## src/rtl/fifo_wr_arbiter_if.sv

```systemverilog
// Producer/FIFO write-side bundle for fifo_wr_arbiter.
// The master modport is the environment: the producers and the FIFO flags.
// The slave modport is the arbiter itself.
interface fifo_wr_arbiter_if #(
  parameter int NUM_REQ    = 4,
  parameter int DATA_WIDTH = 8
);
  logic [NUM_REQ-1:0]            req_valid;
  logic [NUM_REQ*DATA_WIDTH-1:0] req_data;
  logic [NUM_REQ-1:0]            req_ready;
  logic                          fifo_full;
  logic                          fifo_overflow;
  logic                          fifo_wr_en;
  logic [DATA_WIDTH-1:0]         fifo_data_in;

  modport master (
    output req_valid, req_data, fifo_full, fifo_overflow,
    input  req_ready, fifo_wr_en, fifo_data_in
  );

  modport slave (
    input  req_valid, req_data, fifo_full, fifo_overflow,
    output req_ready, fifo_wr_en, fifo_data_in
  );
endinterface

```

## src/rtl/fifo_wr_arbiter.sv

```systemverilog
// fifo_wr_arbiter: round-robin arbiter that shares one FIFO write port
// between NUM_REQ producers, in bursts of up to BURST_MAX beats per grant.
// Each new grant costs one IDLE bubble cycle. FIFO full stalls the current
// burst without ending it.
// Optional macro FIFO_ARB_STATS_EN adds saturating 16-bit per-requester
// accepted-beat counters on stat_cnt. When the macro is undefined,
// stat_cnt is tied to zero.
module fifo_wr_arbiter #(
  parameter int NUM_REQ    = 4,
  parameter int DATA_WIDTH = 8,
  parameter int BURST_MAX  = 4
) (
  input  logic                       clk,
  input  logic                       rst,
  fifo_wr_arbiter_if.slave           bus,
  output logic                       grant_active,
  output logic [$clog2(NUM_REQ)-1:0] grant_id,
  output logic                       err_overflow,
  output logic [NUM_REQ*16-1:0]      stat_cnt
);
  localparam int IDW = $clog2(NUM_REQ);
  localparam int BCW = (BURST_MAX > 1) ? $clog2(BURST_MAX) : 1;
  localparam logic [BCW-1:0] BEAT_LAST = BCW'(BURST_MAX - 1);
  localparam logic [IDW-1:0] ID_LAST   = IDW'(NUM_REQ - 1);

  typedef enum logic [0:0] {
    ST_IDLE  = 1'b0,
    ST_BURST = 1'b1
  } state_t;

  state_t               state_r, state_s;
  logic [IDW-1:0]       rr_ptr_r, rr_ptr_s;
  logic [IDW-1:0]       grant_id_r, grant_id_s;
  logic [BCW-1:0]       beat_cnt_r, beat_cnt_s;
  logic                 err_overflow_r;
  logic [IDW-1:0]       sel_s;
  logic                 any_valid_s;
  logic                 transfer_s;
  logic [NUM_REQ-1:0]   ready_s;
  logic [DATA_WIDTH-1:0] data_s;
  int                   idx_v;

  // Round-robin search: the first valid requester at or above rr_ptr, wrapping.
  always_comb begin
    sel_s       = '0;
    any_valid_s = 1'b0;
    idx_v       = 0;
    // Walk downward so that the lowest offset from rr_ptr is written last and wins.
    for (int k = NUM_REQ - 1; k >= 0; k--) begin
      idx_v = int'(rr_ptr_r) + k;
      if (idx_v >= NUM_REQ) begin
        idx_v = idx_v - NUM_REQ;
      end else begin
        idx_v = idx_v;
      end
      if (bus.req_valid[idx_v]) begin
        sel_s       = idx_v[IDW-1:0];
        any_valid_s = 1'b1;
      end else begin
        sel_s       = sel_s;
      end
    end
  end

  // Write-data mux of the granted requester. It is always defined, never X.
  always_comb begin
    data_s = '0;
    for (int i = 0; i < NUM_REQ; i++) begin
      if (grant_id_r == IDW'(i)) begin
        data_s = bus.req_data[i*DATA_WIDTH +: DATA_WIDTH];
      end else begin
        data_s = data_s;
      end
    end
  end

  // FSM next state, burst bookkeeping and handshake outputs.
  always_comb begin
    state_s    = state_r;
    rr_ptr_s   = rr_ptr_r;
    grant_id_s = grant_id_r;
    beat_cnt_s = beat_cnt_r;
    ready_s    = '0;
    transfer_s = 1'b0;
    case (state_r)
      ST_IDLE: begin
        if (any_valid_s) begin
          grant_id_s = sel_s;
          beat_cnt_s = '0;
          state_s    = ST_BURST;
        end else begin
          state_s    = ST_IDLE;
        end
      end
      ST_BURST: begin
        ready_s[grant_id_r] = !bus.fifo_full;
        transfer_s          = bus.req_valid[grant_id_r] && !bus.fifo_full;
        if (transfer_s) begin
          beat_cnt_s = beat_cnt_r + BCW'(1);
          if (beat_cnt_r == BEAT_LAST) begin
            state_s  = ST_IDLE;
            rr_ptr_s = (grant_id_r == ID_LAST) ? '0 : grant_id_r + IDW'(1);
          end else begin
            state_s  = ST_BURST;
          end
        end else if (!bus.req_valid[grant_id_r]) begin
          // The producer has gone idle, so release the port.
          state_s  = ST_IDLE;
          rr_ptr_s = (grant_id_r == ID_LAST) ? '0 : grant_id_r + IDW'(1);
        end else begin
          // FIFO full: hold the burst, do not count the beat.
          state_s  = ST_BURST;
        end
      end
      default: begin
        state_s = ST_IDLE;
      end
    endcase
  end

  // Arbiter state registers and the sticky overflow flag.
  always_ff @(posedge clk or negedge rst) begin
    if (!rst) begin
      state_r        <= ST_IDLE;
      rr_ptr_r       <= '0;
      grant_id_r     <= '0;
      beat_cnt_r     <= '0;
      err_overflow_r <= 1'b0;
    end else begin
      state_r        <= state_s;
      rr_ptr_r       <= rr_ptr_s;
      grant_id_r     <= grant_id_s;
      beat_cnt_r     <= beat_cnt_s;
      err_overflow_r <= err_overflow_r | bus.fifo_overflow;
    end
  end

  assign bus.req_ready    = ready_s;
  assign bus.fifo_wr_en   = transfer_s;
  assign bus.fifo_data_in = data_s;
  assign grant_active     = (state_r == ST_BURST);
  assign grant_id         = grant_id_r;
  assign err_overflow     = err_overflow_r;

`ifdef FIFO_ARB_STATS_EN
  logic [15:0] stat_r [NUM_REQ];

  // Saturating count of words accepted from each requester.
  always_ff @(posedge clk or negedge rst) begin
    if (!rst) begin
      for (int i = 0; i < NUM_REQ; i++) begin
        stat_r[i] <= 16'h0000;
      end
    end else begin
      for (int i = 0; i < NUM_REQ; i++) begin
        if (transfer_s && (grant_id_r == IDW'(i)) && (stat_r[i] != 16'hFFFF)) begin
          stat_r[i] <= stat_r[i] + 16'h0001;
        end else begin
          stat_r[i] <= stat_r[i];
        end
      end
    end
  end

  // Pack the counters onto the flat status bus.
  always_comb begin
    stat_cnt = '0;
    for (int i = 0; i < NUM_REQ; i++) begin
      stat_cnt[i*16 +: 16] = stat_r[i];
    end
  end
`else
  assign stat_cnt = '0;
`endif

endmodule

```

## src/flat_wrapper.sv

```systemverilog
// flat-port wrapper written by rule: the top's interface ports become plain ports
module fifo_wr_arbiter_flat 
#(
  parameter int NUM_REQ    = 4,
  parameter int DATA_WIDTH = 8,
  parameter int BURST_MAX  = 4
)
  (clk, rst, grant_active, grant_id, err_overflow, stat_cnt, bus_req_valid, bus_req_data, bus_fifo_full, bus_fifo_overflow, bus_req_ready, bus_fifo_wr_en, bus_fifo_data_in);
  fifo_wr_arbiter_if #(.NUM_REQ(NUM_REQ), .DATA_WIDTH(DATA_WIDTH)) bus_i ();
  input  logic clk;
  input  logic rst;
  output logic grant_active;
  output logic [$clog2(NUM_REQ)-1:0] grant_id;
  output logic err_overflow;
  output logic [NUM_REQ*16-1:0] stat_cnt;
  input wire logic [$bits(bus_i.req_valid)-1:0] bus_req_valid;
  input wire logic [$bits(bus_i.req_data)-1:0] bus_req_data;
  input wire logic [$bits(bus_i.fifo_full)-1:0] bus_fifo_full;
  input wire logic [$bits(bus_i.fifo_overflow)-1:0] bus_fifo_overflow;
  output wire logic [$bits(bus_i.req_ready)-1:0] bus_req_ready;
  output wire logic [$bits(bus_i.fifo_wr_en)-1:0] bus_fifo_wr_en;
  output wire logic [$bits(bus_i.fifo_data_in)-1:0] bus_fifo_data_in;
  assign bus_i.req_valid = bus_req_valid;
  assign bus_i.req_data = bus_req_data;
  assign bus_i.fifo_full = bus_fifo_full;
  assign bus_i.fifo_overflow = bus_fifo_overflow;
  assign bus_req_ready = bus_i.req_ready;
  assign bus_fifo_wr_en = bus_i.fifo_wr_en;
  assign bus_fifo_data_in = bus_i.fifo_data_in;
  fifo_wr_arbiter #(.NUM_REQ(NUM_REQ), .DATA_WIDTH(DATA_WIDTH), .BURST_MAX(BURST_MAX)) u_core (.clk(clk), .rst(rst), .bus(bus_i), .grant_active(grant_active), .grant_id(grant_id), .err_overflow(err_overflow), .stat_cnt(stat_cnt));
endmodule
```

## config.mk

```make
export PLATFORM = sky130hd
export DESIGN_NAME = fifo_wr_arbiter_flat
export DESIGN_NICKNAME = d
export VERILOG_FILES = /design/src/rtl/fifo_wr_arbiter_if.sv /design/src/rtl/fifo_wr_arbiter.sv /design/src/flat_wrapper.sv
export SDC_FILE = /design/constraint.sdc
export NUM_CORES = 1
export LEC_CHECK = 0
export CELL_PAD_IN_SITES_DETAIL_PLACEMENT = 0
export CELL_PAD_IN_SITES_GLOBAL_PLACEMENT = 1
export CORE_MARGIN = 2
export CORE_UTILIZATION = 20
export CTS_BUF_LIST = sky130_fd_sc_hd__clkbuf_8
export CTS_CLUSTER_DIAMETER = 30
export DETAILED_ROUTE_END_ITERATION = 6
export PLACE_DENSITY_LB_ADDON = 0.1
export REMOVE_ABC_BUFFERS = 1
export SLEW_MARGIN = 20
export SYNTH_ARGS = -nofsm -noshare
export SYNTH_HDL_FRONTEND = slang
export SYNTH_SLANG_ARGS = --single-unit
```

## constraint.sdc

```tcl
create_clock -name clk -period 2.35 [get_ports clk]
set_clock_uncertainty 0.15 [all_clocks]
set_input_delay 0.3525 -clock clk [delete_from_list [all_inputs] [get_ports clk]]
set_output_delay 0.3525 -clock clk [all_outputs]
set_load 0.01 [all_outputs]
```

==> flow_metrics.env, run 1 <==
export IMPL_syn_inst=175
export IMPL_cts_clk_slew_worst_paths_ps=40
export IMPL_leakage_nw=0.911
export IMPL_total_power_w=0.00167
export IMPL_peakVddDrop_v=0.000366
export IMPL_ys_warn_count=0
export IMPL_grt_busiest_layer="met2"
export IMPL_ant_nets=0
export IMPL_place_inst=317
export IMPL_die_area_um2=7110
export IMPL_core_um2=6280
export IMPL_critPathMaxStageDelay_ps=510
export IMPL_syn_to_final_growth_pct=44.5
export IMPL_synth_seq_cells=8
export IMPL_antennaDiodeCount=0
export IMPL_critPathCaptureType="primary output"
export IMPL_tritoncts="yes"
export IMPL_fillCellCount=716
export IMPL_vias=1203
export IMPL_grt_max_degree=18
export IMPL_cp_required_ps=1850
export IMPL_gp_congestion=0.736
export IMPL_cts_root_buffer="clkbuf_8"
export IMPL_drive_gt1_share_pct=17.2
export IMPL_wl_per_cell_um=10.1
export IMPL_insertion_delay_ps=230
export IMPL_final_cells=321
export IMPL_multiInputGateArea_um2=832
export IMPL_fmaxAchievable_mhz=436
export IMPL_cp_data_arrival_time_ps=1790
export IMPL_cp_cell_sequence="clkdlybuf4s50_1 -> mux4_2 -> and3_2 -> dlygate4sd2_1"
export IMPL_routed_wirelength_mm=3.25
export IMPL_rsz0062_at_grt="false"
export IMPL_yosysUniqueCellTypes=26
export IMPL_gr_usage_met3_pct=1.47
export IMPL_drc=0
export IMPL_r2r_cells=6
export IMPL_holdWs_ps=275
export IMPL_syn_avg_cell_area_um2=7.37
export IMPL_syn_area_um2=1290
export IMPL_numCtsBuffers=3
export IMPL_layout_min_cycle_time_ps=2290
export IMPL_cts_sinks=8
export IMPL_rows=29
export IMPL_ys_seq_area_share_pct=15.5
export IMPL_start_util_pct=20.6
export IMPL_cts_hold_buf=0
export IMPL_status="complete, no violations"
export IMPL_use_met2_pct=14.1
export IMPL_dp_hpwl_mm=2.62
export IMPL_grt_pass1_wl_mm=5.04
export IMPL_hp_class="in2async"
export IMPL_clock_path_buffers=2
export IMPL_worst_path_max_fanout=2
export IMPL_grt_util_all_layers_pct=8.57
export IMPL_crit_type="in2out"
export IMPL_grt_overflow=0
export IMPL_cp_slowest_cell="mux4_2"
export IMPL_regArea_um2=200
export IMPL_firstDrtPassIters=4
export IMPL_pin_count=121
export IMPL_via_per_inst=3.75
export IMPL_cap_violations=0
export IMPL_use_met1_pct=11.8
export IMPL_hold_viol=0
export IMPL_grt_pass1_vias=1003
export IMPL_setup_viol=0
export IMPL_htree_levels=1
export IMPL_finalCritPeriodShare_pct=97.5
export IMPL_slew_viol_final=0
export IMPL_power_density_cell_area_nw_per_um2=896
export IMPL_antenna_found_initial=0
export IMPL_tns_ps=0
export IMPL_cp_start_kind="primary input"
export IMPL_portBuffers=56
export IMPL_fin_nets=291
export IMPL_die_x_um=84.3
export IMPL_fin_util_pct=29.7
export IMPL_drt_initial_drc_count=28
export IMPL_die_h_um=84.3
==> sequential cells by signal (all words and copies together) (netlist names) <==
register / flops
u_core.err_overflow: 1
u_core.grant_active: 1
u_core.beat_cnt_r: 2
u_core.rr_ptr_r: 2
u_core.grant_id: 2
==> placed cells by master, fill, tap and decap left out, types with 2 or more instances in the layout <==
| cell | netlist | layout |
|---|---|---|
| buf_2 | 0 | 8 |
| ha_1 | 5 | 4 |
| a21oi_2 | 0 | 5 |
| buf_4 | 64 | 15 |
| clkdlybuf4s50_1 | 0 | 44 |
| nand3_1 | 2 | 2 |
| a21oi_1 | 20 | 15 |
| nand3b_1 | 8 | 8 |
| conb_1 | 1 | 64 |
| clkbuf_8 | 0 | 3 |
| nor4_1 | 2 | 2 |
| mux2i_1 | 3 | 3 |
| o21ai_1 | 0 | 7 |
| inv_1 | 6 | 6 |
| nand2_1 | 19 | 19 |
| buf_12 | 0 | 2 |
| o21ai_0 | 14 | 7 |
| dfrtp_1 | 8 | 8 |
| dlygate4sd2_1 | 0 | 3 |
| or2_2 | 2 | 2 |
| and3_1 | 4 | 4 |
==> what timing repair did <==
item,in CTS,in global routing
pin swaps,0,1
gates resized for setup,33,17
buffers inserted,1,0
setup endpoints to repair,9,9
==> per-layer routing <==
layer	wire length (µm)	part of all wire [%]
met2	1410	43
met1	1520	47
met3	305	9.4
met4	14	0.43
met5	0	0
==> Yosys cell counts <==
| cell | number | area share [%] |
|---|---|---|
| inv_1 | 6 | 1.7 |
| conb_1 | 1 | 0.29 |
| mux4_2 | 1 | 1.7 |
| o21ai_0 | 14 | 5.4 |
| dfrtp_1 | 8 | 16 |
| nor3b_1 | 1 | 0.58 |
| o22ai_1 | 1 | 0.49 |
| and3_2 | 1 | 0.58 |
| nor4_1 | 2 | 0.97 |
| o21a_1 | 1 | 0.58 |
| xor2_1 | 1 | 0.68 |
| or2_2 | 2 | 0.97 |
| nand3b_1 | 8 | 4.7 |
| o21ai_2 | 1 | 0.68 |
| a21oi_1 | 20 | 7.8 |
| nand3_1 | 2 | 0.78 |
| and3_1 | 4 | 1.9 |
| nand2_1 | 19 | 5.5 |
| mux2i_1 | 3 | 2.3 |
| a21boi_0 | 1 | 0.58 |
| ha_1 | 5 | 4.8 |
| clkbuf_1 | 6 | 1.7 |
| a21o_2 | 1 | 0.68 |
| buf_4 | 64 | 37 |
| nand2_2 | 1 | 0.49 |
| mux2_4 | 1 | 1.2 |
==> logic make-up (layout without fill, tap and decap cells) <==
| logic type | after synthesis | after routing | synth area share [%] |
|---|---|---|---|
| buffers and inverters | 76 | 82 | 40.7 |
| AO/OA/AOI/OAI | 39 | 39 | 16.2 |
| XOR/XNOR | 1 | 1 | 0.679 |
| AND/OR/NAND/NOR | 40 | 40 | 16.5 |
| other | 1 | 64 | 0.291 |
| adder cells (fa/ha/maj) | 5 | 5 | 4.85 |
| flip-flops | 8 | 8 | 15.5 |
| multiplexers | 5 | 5 | 5.24 |
==> where the power goes <==
group	total, W	leakage, nW	internal, W	switching, W
clock network	0.000163	0.0216	0.000111	0.0000524
logic	0.00125	0.794	0.000640	0.000607
registers	0.000261	0.0959	0.000195	0.0000660
total	0.00167	0.911	0.000946	0.000725
==> worst max-delay path: cells and delay by family <==
kind / cells / cell delay (ps)
buffers and inverters: 2 / 700
AND/OR/NAND/NOR: 1 / 230
multiplexers: 1 / 510
==> final cells by class <==
| class | instances | share of cell area (%) |
|---|---|---|
| multi-input combinational | 154 | 44.6 |
| timing repair buffer | 73 | 36.0 |
| sequential | 8 | 10.7 |
| tap | 77 | 5.17 |
| clock buffer | 3 | 2.21 |
| inverter | 6 | 1.21 |
==> worst paths after layout <==
| kind | from | endpoint | slack [ps] |
|---|---|---|---|
| min in group clk | u_core.err_overflow$_DFF_PN0_ | u_core.err_overflow$_DFF_PN0_ | 320 |
| hold reg to reg | u_core.err_overflow$_DFF_PN0_ | u_core.err_overflow$_DFF_PN0_ | 320 |
| setup reg to reg | u_core.grant_id[0]$_DFFE_PN0P_ | u_core.rr_ptr_r[1]$_DFFE_PN0P_ | 460 |
| hold / removal | rst | u_core.err_overflow$_DFF_PN0_ | 280 |
| max in group asynchronous | rst | u_core.grant_id[0]$_DFFE_PN0P_ | 1480 |
| setup / recovery | bus_req_valid[3] | bus_fifo_wr_en | 60 |
==> stage by stage <==
step / instance area, µm² / setup slack (ps)
6_report: 1860 / 58.7
3_3_place_gp: 1830 / -148
4_1_cts: 1850 / -45.8
3_5_place_dp: 1830 / -151
5_1_grt: 1860 / 2.69
2_1_floorplan: 1020 / 314
Power figures use the tool's default switching activity.
==> run 2: changes to the inputs <==
--- a/config.mk
+++ b/config.mk
@@ -8,5 +8,5 @@
 export CELL_PAD_IN_SITES_DETAIL_PLACEMENT = 0
 export CELL_PAD_IN_SITES_GLOBAL_PLACEMENT = 1
-export CORE_MARGIN = 2
+export CORE_MARGIN = 5
 export CORE_UTILIZATION = 20
 export CTS_BUF_LIST = sky130_fd_sc_hd__clkbuf_8
@@ -15,4 +15,5 @@
 export PLACE_DENSITY_LB_ADDON = 0.1
 export REMOVE_ABC_BUFFERS = 1
+export SKIP_LAST_GASP = 1
 export SLEW_MARGIN = 20
 export SYNTH_ARGS = -nofsm -noshare
==> constraint.sdc (replaced) <==
create_clock -name clk -period 2.35 [get_ports clk]
set_clock_uncertainty 0.15 [all_clocks]
set_input_delay 0.235 -clock clk [delete_from_list [all_inputs] [get_ports clk]]
set_output_delay 0.235 -clock clk [all_outputs]
set_load 0.01 [all_outputs]
==> flow_metrics.env, run 2 (synthesis gave the netlist of run 1 again) <==
export IMPL_status="complete, no violations"
export IMPL_routed_wirelength_mm=3.75
export IMPL_gp_congestion=0.723
export IMPL_leakage_nw=0.886
export IMPL_antennaDiodeCount=0
export IMPL_vias=1186
export IMPL_dp_hpwl_mm=3.14
export IMPL_portBuffers=56
export IMPL_drt_initial_drc_count=19
export IMPL_grt_pass1_vias=1116
export IMPL_tns_ps=0
export IMPL_grt_max_degree=14
export IMPL_grt_util_all_layers_pct=8.23
export IMPL_fin_nets=290
export IMPL_slew_viol_final=0
export IMPL_fmaxAchievable_mhz=452
export IMPL_syn_to_final_growth_pct=42.7
export IMPL_core_um2=6310
export IMPL_setup_viol=0
export IMPL_fin_util_pct=29.2
export IMPL_hp_class="in2async"
export IMPL_post_cts_setup_buffers=0
export IMPL_start_util_pct=20.4
export IMPL_power_density_cell_area_nw_per_um2=879
export IMPL_grt_pass1_wl_mm=5.58
export IMPL_die_h_um=90.3
export IMPL_wl_per_cell_um=11.7
export IMPL_critPathCaptureType="primary output"
export IMPL_peakVddDrop_v=0.000365
export IMPL_grt_overflow=0
export IMPL_htree_levels=1
export IMPL_die_area_um2=8160
export IMPL_worst_path_max_fanout=13
export IMPL_cap_violations=0
export IMPL_crit_type="reg2out"
export IMPL_rows=29
export IMPL_tritoncts="yes"
export IMPL_finalCritPeriodShare_pct=94.1
export IMPL_insertion_delay_ps=230
export IMPL_pin_count=121
export IMPL_fillCellCount=704
export IMPL_drive_gt1_share_pct=11.5
export IMPL_final_cell_mix="64 x conb_1, 47 x clkdlybuf4s50_1, 20 x a21oi_1"
export IMPL_antenna_found_initial=0
export IMPL_drc=0
export IMPL_cts_clk_slew_worst_paths_ps=40
export IMPL_numCtsBuffers=3
export IMPL_layout_min_cycle_time_ps=2210
export IMPL_via_per_inst=3.71
export IMPL_hold_viol=0
export IMPL_cp_data_arrival_time_ps=1830
export IMPL_layout_commonest_cell="conb_1"
export IMPL_ant_nets=0
export IMPL_rsz0062_at_grt="false"
export IMPL_clock_path_buffers=2
export IMPL_cts_sinks=8
export IMPL_total_power_w=0.00162
export IMPL_die_x_um=90.3
export IMPL_cp_start_kind="flop"
export IMPL_cp_required_ps=1970
export IMPL_cts_root_buffer="clkbuf_8"
export IMPL_firstDrtPassIters=4
-- run 2: cell types whose count changed in the layout (fill, tap and decap cells not counted), sizes merged --
cell	previous run	this run
buf	25	16
clkbuf	3	4
clkdlybuf4s15	0	1
clkdlybuf4s50	44	47
dlygate4sd2	3	7
dlymetal6s2s	1	0
-- run 2: cell type report --
class                   count  area [µm²]  share of cell area (%)
clock buffers               3        41.3                    2.24
inverters                   6        22.5                    1.22
multi-input cells         154         801                    43.5
flip-flops and latches      8         200                    10.9
well taps                  77        96.3                    5.23
repair buffers             72         679                    36.9
-- run 2: metal layers --
metal | global-route usage, % | part of all wire (%) | up-vias
met5 | 0 | 0 | -
met4 | 1.49 | 0 | 0
met2 | 13.7 | 46 | 71
met3 | 2.17 | 9.3 | 0
met1 | 10.8 | 45 | 523
li1 | - | - | 592
-- run 2: worst paths after layout --
| path | start | slack [ps] | endpoint | cells after the start |
|---|---|---|---|---|
| min in group clk | u_core.err_overflow$_DFF_PN0_ | 320 | u_core.err_overflow$_DFF_PN0_ | 1 |
| setup / recovery | u_core.grant_id[0]$_DFFE_PN0P_ | 140 | bus_fifo_data_in[7] | 7 |
| hold reg to reg | u_core.err_overflow$_DFF_PN0_ | 320 | u_core.err_overflow$_DFF_PN0_ | 1 |
| hold / removal | rst | 140 | u_core.rr_ptr_r[0]$_DFFE_PN0P_ | 1 |
| max in group asynchronous | rst | 1640 | u_core.grant_id[1]$_DFFE_PN0P_ | 1 |
| setup reg to reg | u_core.grant_id[0]$_DFFE_PN0P_ | 420 | u_core.rr_ptr_r[1]$_DFFE_PN0P_ | 6 |
-- run 2: critical path: stages, from the launching register on --
cell and delay (ps):
dfrtp_1 380, ha_1 240, buf_4 190, nand3b_1 160, a21oi_1 160, a21oi_1 50
o21ai_0 140, dlygate4sd2_1 290
-- run 2: what timing repair did --
| item | CTS | global route |
|---|---|---|
| hold buffers | 0 | 0 |
| gates resized for setup | 9 | 5 |
| setup endpoints to repair | 9 | 3 |
-- run 2: where the power goes --
part / internal (W) / leakage, nW / switching (W)
clock: 0.000111 / 0.0216 / 0.0000526
sequential: 0.000195 / 0.0959 / 0.0000664
combinational: 0.000610 / 0.768 / 0.000584
-- run 2: metrics by stage --
stage	hold slack [ps]	setup WS, ps	area [µm²]	std cells
detailed placement	306	39.8	1810	317
global route	170	9.19	1840	320
finish	139	138	1840	320
floorplan	-211	431	1020	168
CTS	147	74.0	1840	320
global placement	309	65.7	1810	317
